**config.mk**
```make
export PLATFORM = sky130hd
export DESIGN_NAME = iob_uart_fifo
export DESIGN_NICKNAME = d
export VERILOG_FILES = /design/src/rtl/iob_uart_fifo.sv
export SDC_FILE = /design/constraint.sdc
export NUM_CORES = 1
export LEC_CHECK = 0
export ABC_AREA = 1
export BUFFER_PORTS_ARGS = -buffer_cell sky130_fd_sc_hd__buf_4
export CAP_MARGIN = 5
export CORE_UTILIZATION = 30
export DETAILED_ROUTE_END_ITERATION = 10
export RECOVER_POWER = 100
export REMOVE_ABC_BUFFERS = 1
export SYNTH_ARGS = -nofsm -noshare
export SYNTH_HDL_FRONTEND = slang
export SYNTH_SLANG_ARGS = --single-unit
```
**constraint.sdc**
```tcl
create_clock -name clk -period 9.8 [get_ports clk]
set_clock_uncertainty 0.15 [all_clocks]
set_input_delay 2.45 -clock clk [delete_from_list [all_inputs] [get_ports clk]]
set_output_delay 2.45 -clock clk [all_outputs]
set_load 0.03 [all_outputs]
```
**src/rtl/iob_uart_fifo.sv**
```systemverilog
// iob_uart_fifo: memory-mapped UART with TX/RX FIFOs, RTS/CTS flow control,
// sticky error flags and FIFO level readback. 8N1 frames, LSB first.
// Optional feature macro: UART_PARITY_EN adds the parity bit (CTRL bits 3-4,
// STATUS bit 7). Without it frames are always 10 bits.
module iob_uart_fifo #(
  parameter int ADDR_W = 3,
  parameter int DATA_W = 32,
  parameter int DIV_W  = 16,
  parameter int FIFO_W = 4
) (
  input  logic                clk,
  input  logic                rst,
  input  logic                valid,
  input  logic [ADDR_W-1:0]   address,
  input  logic [DATA_W-1:0]   wdata,
  input  logic [DATA_W/8-1:0] wstrb,
  output logic [DATA_W-1:0]   rdata,
  output logic                ready,
  output logic                txd,
  input  logic                rxd,
  input  logic                cts,
  output logic                rts
);

  localparam int              DEPTH_N = 1 << FIFO_W;
  localparam logic [FIFO_W:0] DEPTH   = {1'b1, {FIFO_W{1'b0}}};
  localparam logic [FIFO_W:0] RTS_LVL = DEPTH - (FIFO_W+1)'(2);

  typedef enum logic [2:0] {S_IDLE, S_START, S_DATA, S_PAR, S_STOP} state_t;

  // Bus decode: any strobe bit set means write.
  logic wr, rd, unused_bits;
  assign wr = valid & (|wstrb);
  assign rd = valid & ~(|wstrb);
  assign unused_bits = ^wdata;

  logic soft_rst, txen, rxen, flowen, paren, parodd;
  logic [DIV_W-1:0] div, div_eff, bit_end, half_end;
  assign div_eff  = (div < DIV_W'(2)) ? DIV_W'(2) : div;
  assign bit_end  = div_eff - DIV_W'(1);
  assign half_end = (div_eff >> 1) - DIV_W'(1);

`ifdef UART_PARITY_EN
  logic paren_q, parodd_q;
  assign paren  = paren_q;
  assign parodd = parodd_q;
`else
  assign paren  = 1'b0;
  assign parodd = 1'b0;
`endif

  // Control registers and the one-cycle soft reset pulse.
  // NOTE: sequential state uses non-blocking assignments so every register samples pre-edge values.
  always_ff @(posedge clk or posedge rst) begin
    if (rst) begin
      soft_rst <= 1'b0;
      div      <= '0;
      txen     <= 1'b0;
      rxen     <= 1'b0;
      flowen   <= 1'b0;
`ifdef UART_PARITY_EN
      paren_q  <= 1'b0;
      parodd_q <= 1'b0;
`endif
    end else begin
      soft_rst <= wr && address == ADDR_W'(0) && wdata[0];
      if (wr && address == ADDR_W'(1)) div <= wdata[DIV_W-1:0];
      if (wr && address == ADDR_W'(3)) begin
        txen     <= wdata[0];
        rxen     <= wdata[1];
        flowen   <= wdata[2];
`ifdef UART_PARITY_EN
        paren_q  <= wdata[3];
        parodd_q <= wdata[4];
`endif
      end
    end
  end

  // ---------------- FIFOs ----------------
  logic [7:0]        tx_mem [DEPTH_N];
  logic [7:0]        rx_mem [DEPTH_N];
  logic [FIFO_W-1:0] tx_wptr, tx_rptr, rx_wptr, rx_rptr;
  logic [FIFO_W:0]   tx_level, rx_level;
  logic tx_full, tx_empty, rx_full, rx_empty;
  logic tx_push, tx_push_ok, tx_pop, rx_push_ok, rx_pop, status_rd;
  logic rx_push_q;
  logic [7:0] rx_push_data;

  assign tx_full    = tx_level == DEPTH;
  assign tx_empty   = tx_level == '0;
  assign rx_full    = rx_level == DEPTH;
  assign rx_empty   = rx_level == '0;
  assign tx_push    = wr && address == ADDR_W'(2);
  assign tx_push_ok = tx_push & ~tx_full;
  assign rx_push_ok = rx_push_q & ~rx_full;
  assign rx_pop     = rd && address == ADDR_W'(5) && !rx_empty;
  assign status_rd  = rd && address == ADDR_W'(4);

  // FIFO storage writes.
  // NOTE: FIFO storage has no reset; pointers and levels alone define which entries are valid.
  always_ff @(posedge clk) begin
    if (tx_push_ok) tx_mem[tx_wptr] <= wdata[7:0];
    if (rx_push_ok) rx_mem[rx_wptr] <= rx_push_data;
  end

  // FIFO pointers and levels; soft reset flushes both.
  always_ff @(posedge clk or posedge rst) begin
    if (rst) begin
      tx_wptr <= '0; tx_rptr <= '0; tx_level <= '0;
      rx_wptr <= '0; rx_rptr <= '0; rx_level <= '0;
    end else if (soft_rst) begin
      tx_wptr <= '0; tx_rptr <= '0; tx_level <= '0;
      rx_wptr <= '0; rx_rptr <= '0; rx_level <= '0;
    end else begin
      if (tx_push_ok) tx_wptr <= tx_wptr + FIFO_W'(1);
      if (tx_pop)     tx_rptr <= tx_rptr + FIFO_W'(1);
      tx_level <= tx_level + (FIFO_W+1)'(tx_push_ok) - (FIFO_W+1)'(tx_pop);
      if (rx_push_ok) rx_wptr <= rx_wptr + FIFO_W'(1);
      if (rx_pop)     rx_rptr <= rx_rptr + FIFO_W'(1);
      rx_level <= rx_level + (FIFO_W+1)'(rx_push_ok) - (FIFO_W+1)'(rx_pop);
    end
  end

  // ---------------- TX FSM ----------------
  state_t tx_state, tx_state_n;
  logic [DIV_W-1:0] tx_cnt, tx_cnt_n;
  logic [2:0] tx_bit, tx_bit_n;
  logic [7:0] tx_sh, tx_sh_n;
  logic tx_par, tx_par_n, txd_n;

  // TX next state; cts and TXEN are only consulted in IDLE.
  // NOTE: every variable gets a default first so no path infers a latch.
  always_comb begin
    tx_state_n = tx_state;
    tx_cnt_n   = tx_cnt + DIV_W'(1);
    tx_bit_n   = tx_bit;
    tx_sh_n    = tx_sh;
    tx_par_n   = tx_par;
    tx_pop     = 1'b0;
    txd_n      = 1'b1;
    case (tx_state)
      S_IDLE: begin
        tx_cnt_n = '0;
        if (txen && !tx_empty && (!flowen || cts)) begin
          tx_state_n = S_START;
          tx_pop     = 1'b1;
          tx_sh_n    = tx_mem[tx_rptr];
          tx_par_n   = (^tx_mem[tx_rptr]) ^ parodd;
        end
      end
      S_START: begin
        txd_n = 1'b0;
        if (tx_cnt >= bit_end) begin
          tx_cnt_n = '0; tx_bit_n = '0; tx_state_n = S_DATA;
        end
      end
      S_DATA: begin
        txd_n = tx_sh[0];
        if (tx_cnt >= bit_end) begin
          tx_cnt_n = '0;
          tx_sh_n  = tx_sh >> 1;
          tx_bit_n = tx_bit + 3'd1;
          if (tx_bit == 3'd7) tx_state_n = paren ? S_PAR : S_STOP;
        end
      end
      S_PAR: begin
        txd_n = tx_par;
        if (tx_cnt >= bit_end) begin tx_cnt_n = '0; tx_state_n = S_STOP; end
      end
      S_STOP: begin
        if (tx_cnt >= bit_end) begin tx_cnt_n = '0; tx_state_n = S_IDLE; end
      end
      default: tx_state_n = S_IDLE;
    endcase
  end

  // TX state register; txd is registered from the current state.
  always_ff @(posedge clk or posedge rst) begin
    if (rst) begin
      tx_state <= S_IDLE; tx_cnt <= '0; tx_bit <= '0; tx_sh <= '0; tx_par <= 1'b0; txd <= 1'b1;
    end else if (soft_rst) begin
      tx_state <= S_IDLE; tx_cnt <= '0; tx_bit <= '0; txd <= 1'b1;
    end else begin
      tx_state <= tx_state_n; tx_cnt <= tx_cnt_n; tx_bit <= tx_bit_n;
      tx_sh <= tx_sh_n; tx_par <= tx_par_n; txd <= txd_n;
    end
  end

  // ---------------- RX FSM ----------------
  state_t rx_state, rx_state_n;
  logic [DIV_W-1:0] rx_cnt, rx_cnt_n;
  logic [2:0] rx_bit, rx_bit_n;
  logic [7:0] rx_sh, rx_sh_n;
  logic [1:0] rx_sync_ff;
  logic rx_sync, rx_prev, rx_par, rx_par_n;
  logic rx_push_req, rx_frame_set, rx_par_set;
  assign rx_sync = rx_sync_ff[1];

  // RX next state; samples are taken mid-bit, DIV cycles apart.
  always_comb begin
    rx_state_n   = rx_state;
    rx_cnt_n     = rx_cnt + DIV_W'(1);
    rx_bit_n     = rx_bit;
    rx_sh_n      = rx_sh;
    rx_par_n     = rx_par;
    rx_push_req  = 1'b0;
    rx_frame_set = 1'b0;
    rx_par_set   = 1'b0;
    if (!rxen) begin
      rx_state_n = S_IDLE;
      rx_cnt_n   = '0;
    end else begin
      case (rx_state)
        S_IDLE: begin
          rx_cnt_n = '0;
          if (rx_prev && !rx_sync) rx_state_n = S_START;
        end
        S_START: begin
          if (rx_cnt >= half_end) begin
            rx_cnt_n = '0; rx_bit_n = '0;
            rx_state_n = rx_sync ? S_IDLE : S_DATA;
          end
        end
        S_DATA: begin
          if (rx_cnt >= bit_end) begin
            rx_cnt_n = '0;
            rx_sh_n  = {rx_sync, rx_sh[7:1]};
            rx_bit_n = rx_bit + 3'd1;
            if (rx_bit == 3'd7) rx_state_n = paren ? S_PAR : S_STOP;
          end
        end
        S_PAR: begin
          if (rx_cnt >= bit_end) begin
            rx_cnt_n = '0; rx_par_n = rx_sync; rx_state_n = S_STOP;
          end
        end
        S_STOP: begin
          if (rx_cnt >= bit_end) begin
            rx_cnt_n = '0; rx_state_n = S_IDLE;
            if (!rx_sync) rx_frame_set = 1'b1;
            else if (paren && (rx_par != ((^rx_sh) ^ parodd))) rx_par_set = 1'b1;
            else rx_push_req = 1'b1;
          end
        end
        default: rx_state_n = S_IDLE;
      endcase
    end
  end

  // RX synchronizer, state register and one-cycle push stage.
  always_ff @(posedge clk or posedge rst) begin
    if (rst) begin
      rx_sync_ff <= 2'b11; rx_prev <= 1'b1;
      rx_state <= S_IDLE; rx_cnt <= '0; rx_bit <= '0; rx_sh <= '0; rx_par <= 1'b0;
      rx_push_q <= 1'b0; rx_push_data <= '0;
    end else begin
      rx_sync_ff <= {rx_sync_ff[0], rxd};
      rx_prev    <= rx_sync;
      if (soft_rst) begin
        rx_state <= S_IDLE; rx_cnt <= '0; rx_bit <= '0; rx_push_q <= 1'b0;
      end else begin
        rx_state <= rx_state_n; rx_cnt <= rx_cnt_n; rx_bit <= rx_bit_n;
        rx_sh <= rx_sh_n; rx_par <= rx_par_n;
        rx_push_q <= rx_push_req;
        if (rx_push_req) rx_push_data <= rx_sh;
      end
    end
  end

  // ---------------- Flags, readback, bus ----------------
  logic tx_ovf, rx_ovr, frame_err, par_err, tx_busy;
  logic [DATA_W-1:0] rd_val;
  assign tx_busy = tx_state != S_IDLE;
  assign rts     = rxen & ~(flowen & (rx_level >= RTS_LVL));

  // Sticky flags: a new event wins over a clearing STATUS read.
  always_ff @(posedge clk or posedge rst) begin
    if (rst) begin
      tx_ovf <= 1'b0; rx_ovr <= 1'b0; frame_err <= 1'b0; par_err <= 1'b0;
    end else if (soft_rst) begin
      tx_ovf <= 1'b0; rx_ovr <= 1'b0; frame_err <= 1'b0; par_err <= 1'b0;
    end else begin
      tx_ovf    <= (tx_ovf    & ~status_rd) | (tx_push & tx_full);
      rx_ovr    <= (rx_ovr    & ~status_rd) | (rx_push_q & rx_full);
      frame_err <= (frame_err & ~status_rd) | rx_frame_set;
      par_err   <= (par_err   & ~status_rd) | rx_par_set;
    end
  end

  // Read mux; write-only and unmapped registers read as zero.
  always_comb begin
    rd_val = '0;
    case (address)
      ADDR_W'(4): rd_val[8:0] = {tx_busy, par_err, frame_err, rx_ovr, tx_ovf,
                                 rx_full, rx_empty, tx_empty, tx_full};
      ADDR_W'(5): if (!rx_empty) rd_val[8:0] = {1'b1, rx_mem[rx_rptr]};
      ADDR_W'(6): rd_val[FIFO_W:0] = tx_level;
      ADDR_W'(7): rd_val[FIFO_W:0] = rx_level;
      default:    rd_val = '0;
    endcase
  end

  // Registered bus response: ready follows valid by one cycle.
  always_ff @(posedge clk or posedge rst) begin
    if (rst) begin
      ready <= 1'b0; rdata <= '0;
    end else begin
      ready <= valid;
      rdata <= rd ? rd_val : '0;
    end
  end

endmodule

```
# --- Yosys cells after proc, flatten, opt, wreduce, memory -nomap -nowiden ---
# Memory sizes are Yosys's and may differ from the RTL's.
# Cells that the tools add are included.
# Widths: inputs -> output; s select.
classes:
  addsub: 14
  muxes: 73
  n_eq_ne: 35
  bitwise: 21
  order_cmp: 5
  n_reduce_logical: 42
op_table:
  columns: ["operator", "n"]
  rows:
  - ["$mux 16", 7]
  - ["$mux 3", 21]
  - ["$ge 16x16->1", 3]
  - ["$pmux 16 s3", 1]
  - ["$add 16x1->16 const B", 2]
  - ["$mux 4", 8]
  - ["$pmux 16 s2", 1]
  - ["$pmux 3 s5", 2]
  - ["$eq 3x3->1 const B", 8]
  - ["$ne 3x3->1 const B", 8]
  - ["$ne 4x4->1 const B", 6]
  - ["$mux 1", 20]
  - ["$pmux 5 s4", 1]
  - ["$eq 3x2->1 const B", 6]
  - ["$mux 9", 2]
  - ["$add 4x1->4 const B", 4]
  - ["$lt 16x2->1 const B", 1]
  - ["$mux 8", 2]
  - ["$pmux 8 s2", 1]
  - ["$sub 15x1->16 const B", 1]
  - ["$sub 16x1->16 const B", 1]
  - ["$and 1x1->1", 12]
  - ["$pmux 3 s2", 2]
  - ["$reduce_and 4->1", 3]
  - ["26 further kinds", 67]
totals:
  in_bits: 44
  mem_bits_rw: 256
  ff_bits: 134
  out_inout_bits: 35
  memories: 2
  elab_cells: 223
mem_list:
  columns: ["name", "words", "word_bits", "read_ports", "rd_ports_with_merged_regs", "wr", "line_no", "rtl"]
  rows:
  - ["rx_mem", 16, 8, 1, 0, 1, "82", "logic [7:0] rx_mem [DEPTH_N];"]
  - ["tx_mem", 16, 8, 1, 0, 1, "81", "logic [7:0] tx_mem [DEPTH_N];"]

# --- Longest topological paths before layout ---
logic_depth:
  depth_word: 9
  ltp_mapped: 30
  depth_no_buf: 30

# --- Worst setup path before layout ---
# No wires, ideal clock.
synth_path:
  path_kind: "input to register"
  start: "input wstrb[1]"
  end: "register rx_level[4]"
  n_path_buf: 0
  setup_ps: 132
  required_ps: 9518
  slack_ps: 5083
  arrival_ps: 4435
  cell_stages: 14
  cell_sequence: "nor4_1 -> inv_1 -> nor2_1 -> inv_1 -> nor2_1 -> ha_1 -> inv_1 -> ha_1 -> fa_1 -> nand2_1 -> a21oi_1 -> nor2_1 -> xor2_1 -> nor2_1"
synth_via:
  elab_chain_len: 7
synth_lines:
  columns: ["element", "line_no", "rtl"]
  rows:
  - ["from (decl)", "16", "input logic [DATA_W/8-1:0] wstrb,"]
  - ["$reduce_or 4->1", "34", "assign rd = valid & ~(|wstrb);"]
  - ["$not 1->1", "34", null]
  - ["$and 1x1->1", "34", null]
  - ["$logic_and 1x1->1 (2 in series)", "97", "assign rx_pop = rd && address == ADDR_W'(5) && !rx_empty;"]
  - ["$sub 5x1->5", "121", "rx_level <= rx_level + (FIFO_W+1)'(rx_push_ok) - (FIFO_W+1)'(rx_pop);"]
  - ["$mux 5", "112", "end else if (soft_rst) begin"]
  - ["to (signal assigned)", "121", null]
  - ["to (decl)", "84", "logic [FIFO_W:0] tx_level, rx_level;"]
# Every way passes these cells.
# A chain may end at the register's enable or synchronous reset.

# --- Final worst setup path ---
layout_path:
  start: "register div[13]"
  end: "register rx_bit[2]"
layout_via:
  elab_chain_len: 6
  word_cells_on_any_way: 9
  classes_between: "add/sub: 2; order compare: 3; eq/ne: 2; mux: 1; reduce/logical: 1"
layout_lines:
  columns: ["element", "line_no", "rtl"]
  rows:
  - ["from (decl)", "38", "logic [DIV_W-1:0] div, div_eff, bit_end, half_end;"]
  - ["from (signal assigned)", "67", "if (wr && address == ADDR_W'(1)) div <= wdata[DIV_W-1:0];"]
  - ["$lt 16x2->1", "39", "assign div_eff = (div < DIV_W'(2)) ? DIV_W'(2) : div;"]
  - ["$mux 16 *", "39", null]
  - ["$sub 16x1->16 or $sub 15x1->16 (tied branches)", "40, 41", null]
  - ["$ge 16x16->1, on equally long branches", "226, 220", null]
  - ["$ne 3x3->1 (no line)", null, null]
  - ["$reduce_and 4->1 (no line) *", null, null]
  - ["to (signal assigned)", "263", "rx_state <= rx_state_n; rx_cnt <= rx_cnt_n; rx_bit <= rx_bit_n;"]
  - ["to (decl)", "193", "logic [2:0] rx_bit, rx_bit_n;"]
# Mark *: on every way between the ends. The rest lies on a longest branch, timed or not.

==> results <==
- The class of the worst hold path is reg2reg.
- The number of buffers inserted by port buffering is 39.
- The worst flop-to-flop path startpoint is div[13].
- The most common cell after layout, fill and taps aside is edfxtp_1.
- The total routed wirelength is 42200 um.
- The final layout contains 1901 nets.
- The end point of the worst hold path is rx_sync_ff[1].
- STA classifies the critical path startpoint as a flip-flop.
- The final count of pins violating max slew was 106.
- The maximum VDD drop is 0.000144 V.
- The die outline area is 63200 sq um.
- Once the clock tree was built, the resizer swapped 0 gates to a different size.
- The sequential element share of the synthesized area is 59.2%.
- For this run, the top clock speed supported by timing is 0.176 GHz.
- The share of layout cells above drive strength 1 is 7.90%.
- The number of hold-slack violations in the final timing report was 0.
- The hold-fix buffer count after cts is 0.
- After the first detailed-routing iteration, the DRC count stood at 824.
- The worst path uses 58.1% of the clock period.
- The deepest level of the CTS H-tree is 2.
- For this run, the detailed router's first-pass iteration total came to 5.
- The worst endpoint required time is 10.09 ns.
- The maximum clock insertion buffer count is 3.
- The sort of element at the end of the critical path is a flip-flop.
- The clock transition at the register clock pins on the worst setup and hold paths after CTS is 0.06 ns.
- The row count is 91.
- The data arrival time of the critical path is 5.98 ns.
- In the layout the commonest cells are 256 x edfxtp_1, 219 x nand2_1, 198 x nor2_1.
- For the pin with the worst max-slew slack, the measured transition is 3.17 ns.
- Headroom to the max-slew limit came out at -112%.
- The critical path is of the reg2reg type.
- The clock tree from TritonCTS is built.
- The via count of the first global-routing pass is 12237.
- The CTS buffer count is 42.
- In this run the count of I/O pins placed on the die edge is 79.
- The number of antenna diodes in the final layout is 0.
- The number of buffers inserted by post-CTS setup repair is 0.
- Clock tree synthesis found a total of 390 sinks.
- For the final routed database, the setup TNS stands at 0 ns.
- Setup violations remaining at the end of the flow were counted as 0.
- Measured along the x axis, the die boundary spans 251 um.
- The count of flip-flops with a built-in enable after synthesis is 256.
- The weighted congestion at the end of routability-driven global placement is 0.879.
- The register-to-register setup slack is 4.11 ns.
- The netlist area before placement is 18700 sq um.
- The largest fanout on the critical path is 17.
- Once detailed placement completed, the half-perimeter wirelength came to 27900 um.
- The checks that failed: capacitance limit, slew limit.
- The starting density of the core is 30.3%.
- The region available for standard cell placement spans 61600 sq um.
- The count of cells along the worst register-to-register path is 25.
- The post-synthesis register bit count is 390.
- After technology mapping, the gate count stands at 1746.
- In the global route stage, overall resource usage came out at 13.4%.
- The top flip-flop cell by instance count after synthesis is edfxtp_1.
- Yosys printed 0 warnings.
- The count of nets left with antenna violations after detail routing is 0.
- The number of antenna violations at the first check in global routing is 0.
- The area growth from synthesis to final layout is 12.5%.
- For this run the aggregate overflow at the end of global routing stands at 0.
- The smallest clock period supported by the final layout is computed as 5.69 ns.
- Dividing the synthesized area by the synthesized cell count gives 10.7 sq um.
- Cells fill 34.1% of the core in the end.
- The flow ran to the end, but the final reports show violations.
- The first global-routing pass estimated 67100 um of wire.
- Entering global routing, the biggest net connects 101 pins.
- The total power is 4.95 mW.
- The library cell used as clock root buffer is clkbuf_16.
- The number of remaining DRC errors is 0.
- The die outline height is 251 um.
- In this run the most critical hold path is launched from rx_sync_ff[0].
- The clock reaches the later pin of the worst-skew pair after 0.58 ns.
- The hold-critical path depth is 0.
- The detail-routed net length per standard cell is 16.0 um.
- For this design the static power due to leakage is 8.14 nW.
- Setup repair after global routing left no endpoint under its margin.
- For this block, the via count after detailed routing is 12515.
- The fill cell total of the finished layout is 6052.
- The worst flop-to-flop path endpoint is rx_bit[2].
- Synthesis instantiated 51 different standard cells from the library.
- The share of flip-flops with an asynchronous set or reset is 34.4%.
- The average vias per placed instance is 4.73.
- The max-capacitance violation count is 2.
- The ratio of total power to cell area is 236 nW/um^2.
## sequential cells by signal, summed over array words and instances (netlist names), 8 cells and up
register	flops
div	16
rdata	9
rx_cnt	16
rx_mem	128
rx_push_data	8
rx_sh	8
tx_cnt	16
tx_mem	128
tx_sh	8
## final cells by class
type	count	area, sq um	area share [%]
clock buffer	51	1110	5.31
clock inverter	27	327	1.56
inverter	185	696	3.31
multi-input combinational	1108	6470	30.8
sequential	390	11100	52.6
tap	837	1050	4.99
timing repair buffer	50	285	1.36
## metrics by stage
step | setup WS (ns) | hold slack, ns | cells | instance area, sq um
floorplan | 3.62 | 0.195 | 1683 | 18300
global placement | 4.41 | 0.198 | 2570 | 19700
detailed placement | 4.35 | 0.198 | 2570 | 19700
CTS | 4.96 | 0.207 | 2648 | 21200
global route | 3.56 | 0.214 | 2648 | 21000
finish | 4.11 | 0.213 | 2648 | 21000
## how the worst max path moves through the flow
stage | to | slack (ns) | depth (start not counted) | start
2_1_floorplan | div[0] | 3.62 | 1 | rst
3_3_place_gp | rx_level[4] | 4.41 | 15 | wstrb[1]
3_5_place_dp | rx_level[4] | 4.35 | 15 | wstrb[1]
4_1_cts | rx_level[4] | 4.96 | 15 | wstrb[1]
5_1_grt | rx_bit[2] | 3.56 | 25 | div[12]
6_report | rx_bit[2] | 4.11 | 25 | div[13]
## worst max-delay path, stage by stage (launching register included)
cell      delay, ns
dfrtp_1        0.47
nor2_1         0.08
nand2_1        0.12
nor2_1         0.07
nand2_1        0.15
nand2_1        0.11
inv_1          0.22
ha_1           0.28
inv_1          0.08
nor2_1         0.32
clkinv_1       0.20
nor2_1         0.24
nand4_1        0.20
inv_1          0.10
nand2_1        0.07
xor2_1         0.31
ha_1           0.31
inv_1          0.08
nor3_1         0.05
a211oi_1       0.55
a21boi_0       0.61
inv_2          0.07
nand3_1        0.41
inv_1          0.12
nand2_1        0.09
o21ai_0        0.09
## cells in the mapped netlist (32+ instances only)
cell type | instances | share of area, %
inv_1 | 177 | 3.6
clkbuf_1 | 48 | 0.97
ha_1 | 78 | 5.2
dfrtp_1 | 130 | 17
nand3_1 | 53 | 1.4
nand2_1 | 215 | 4.3
xor2_1 | 41 | 1.9
a21oi_1 | 91 | 2.4
o211ai_1 | 34 | 1.4
nor2_1 | 194 | 3.9
o21ai_0 | 130 | 3.5
mux2i_1 | 32 | 1.7
edfxtp_1 | 256 | 41
## cells by family (layout without fill, tap and decap cells)
| kind of cell | count (synthesis) | in the layout | share of synthesized area [%] |
|---|---|---|---|
| simple gates | 562 | 562 | 13.6 |
| flops | 390 | 390 | 59.2 |
| compound gates | 346 | 346 | 10.8 |
| buf+inv | 270 | 313 | 6.18 |
| fa+ha+maj | 80 | 80 | 5.44 |
| xor+xnor | 61 | 61 | 2.86 |
| mux | 35 | 35 | 1.90 |
| other cells | 2 | 24 | 0.0402 |
## report_power, final
group | switching [mW] | internal [mW]
combinational | 0.919 | 0.460
sequential | 0.0810 | 1.85
clock | 0.683 | 0.960
## metal layers
layer | vias to the layer above | global-route usage [%] | routed length, um
li1 | 6067 | - | -
met1 | 6046 | 18.2 | 19500
met2 | 339 | 21.6 | 19700
met3 | 63 | 1.99 | 1920
met4 | 0 | 4.79 | 1140
met5 | - | 0 | 0
Note: power is estimated with default switching activity, not from simulation.
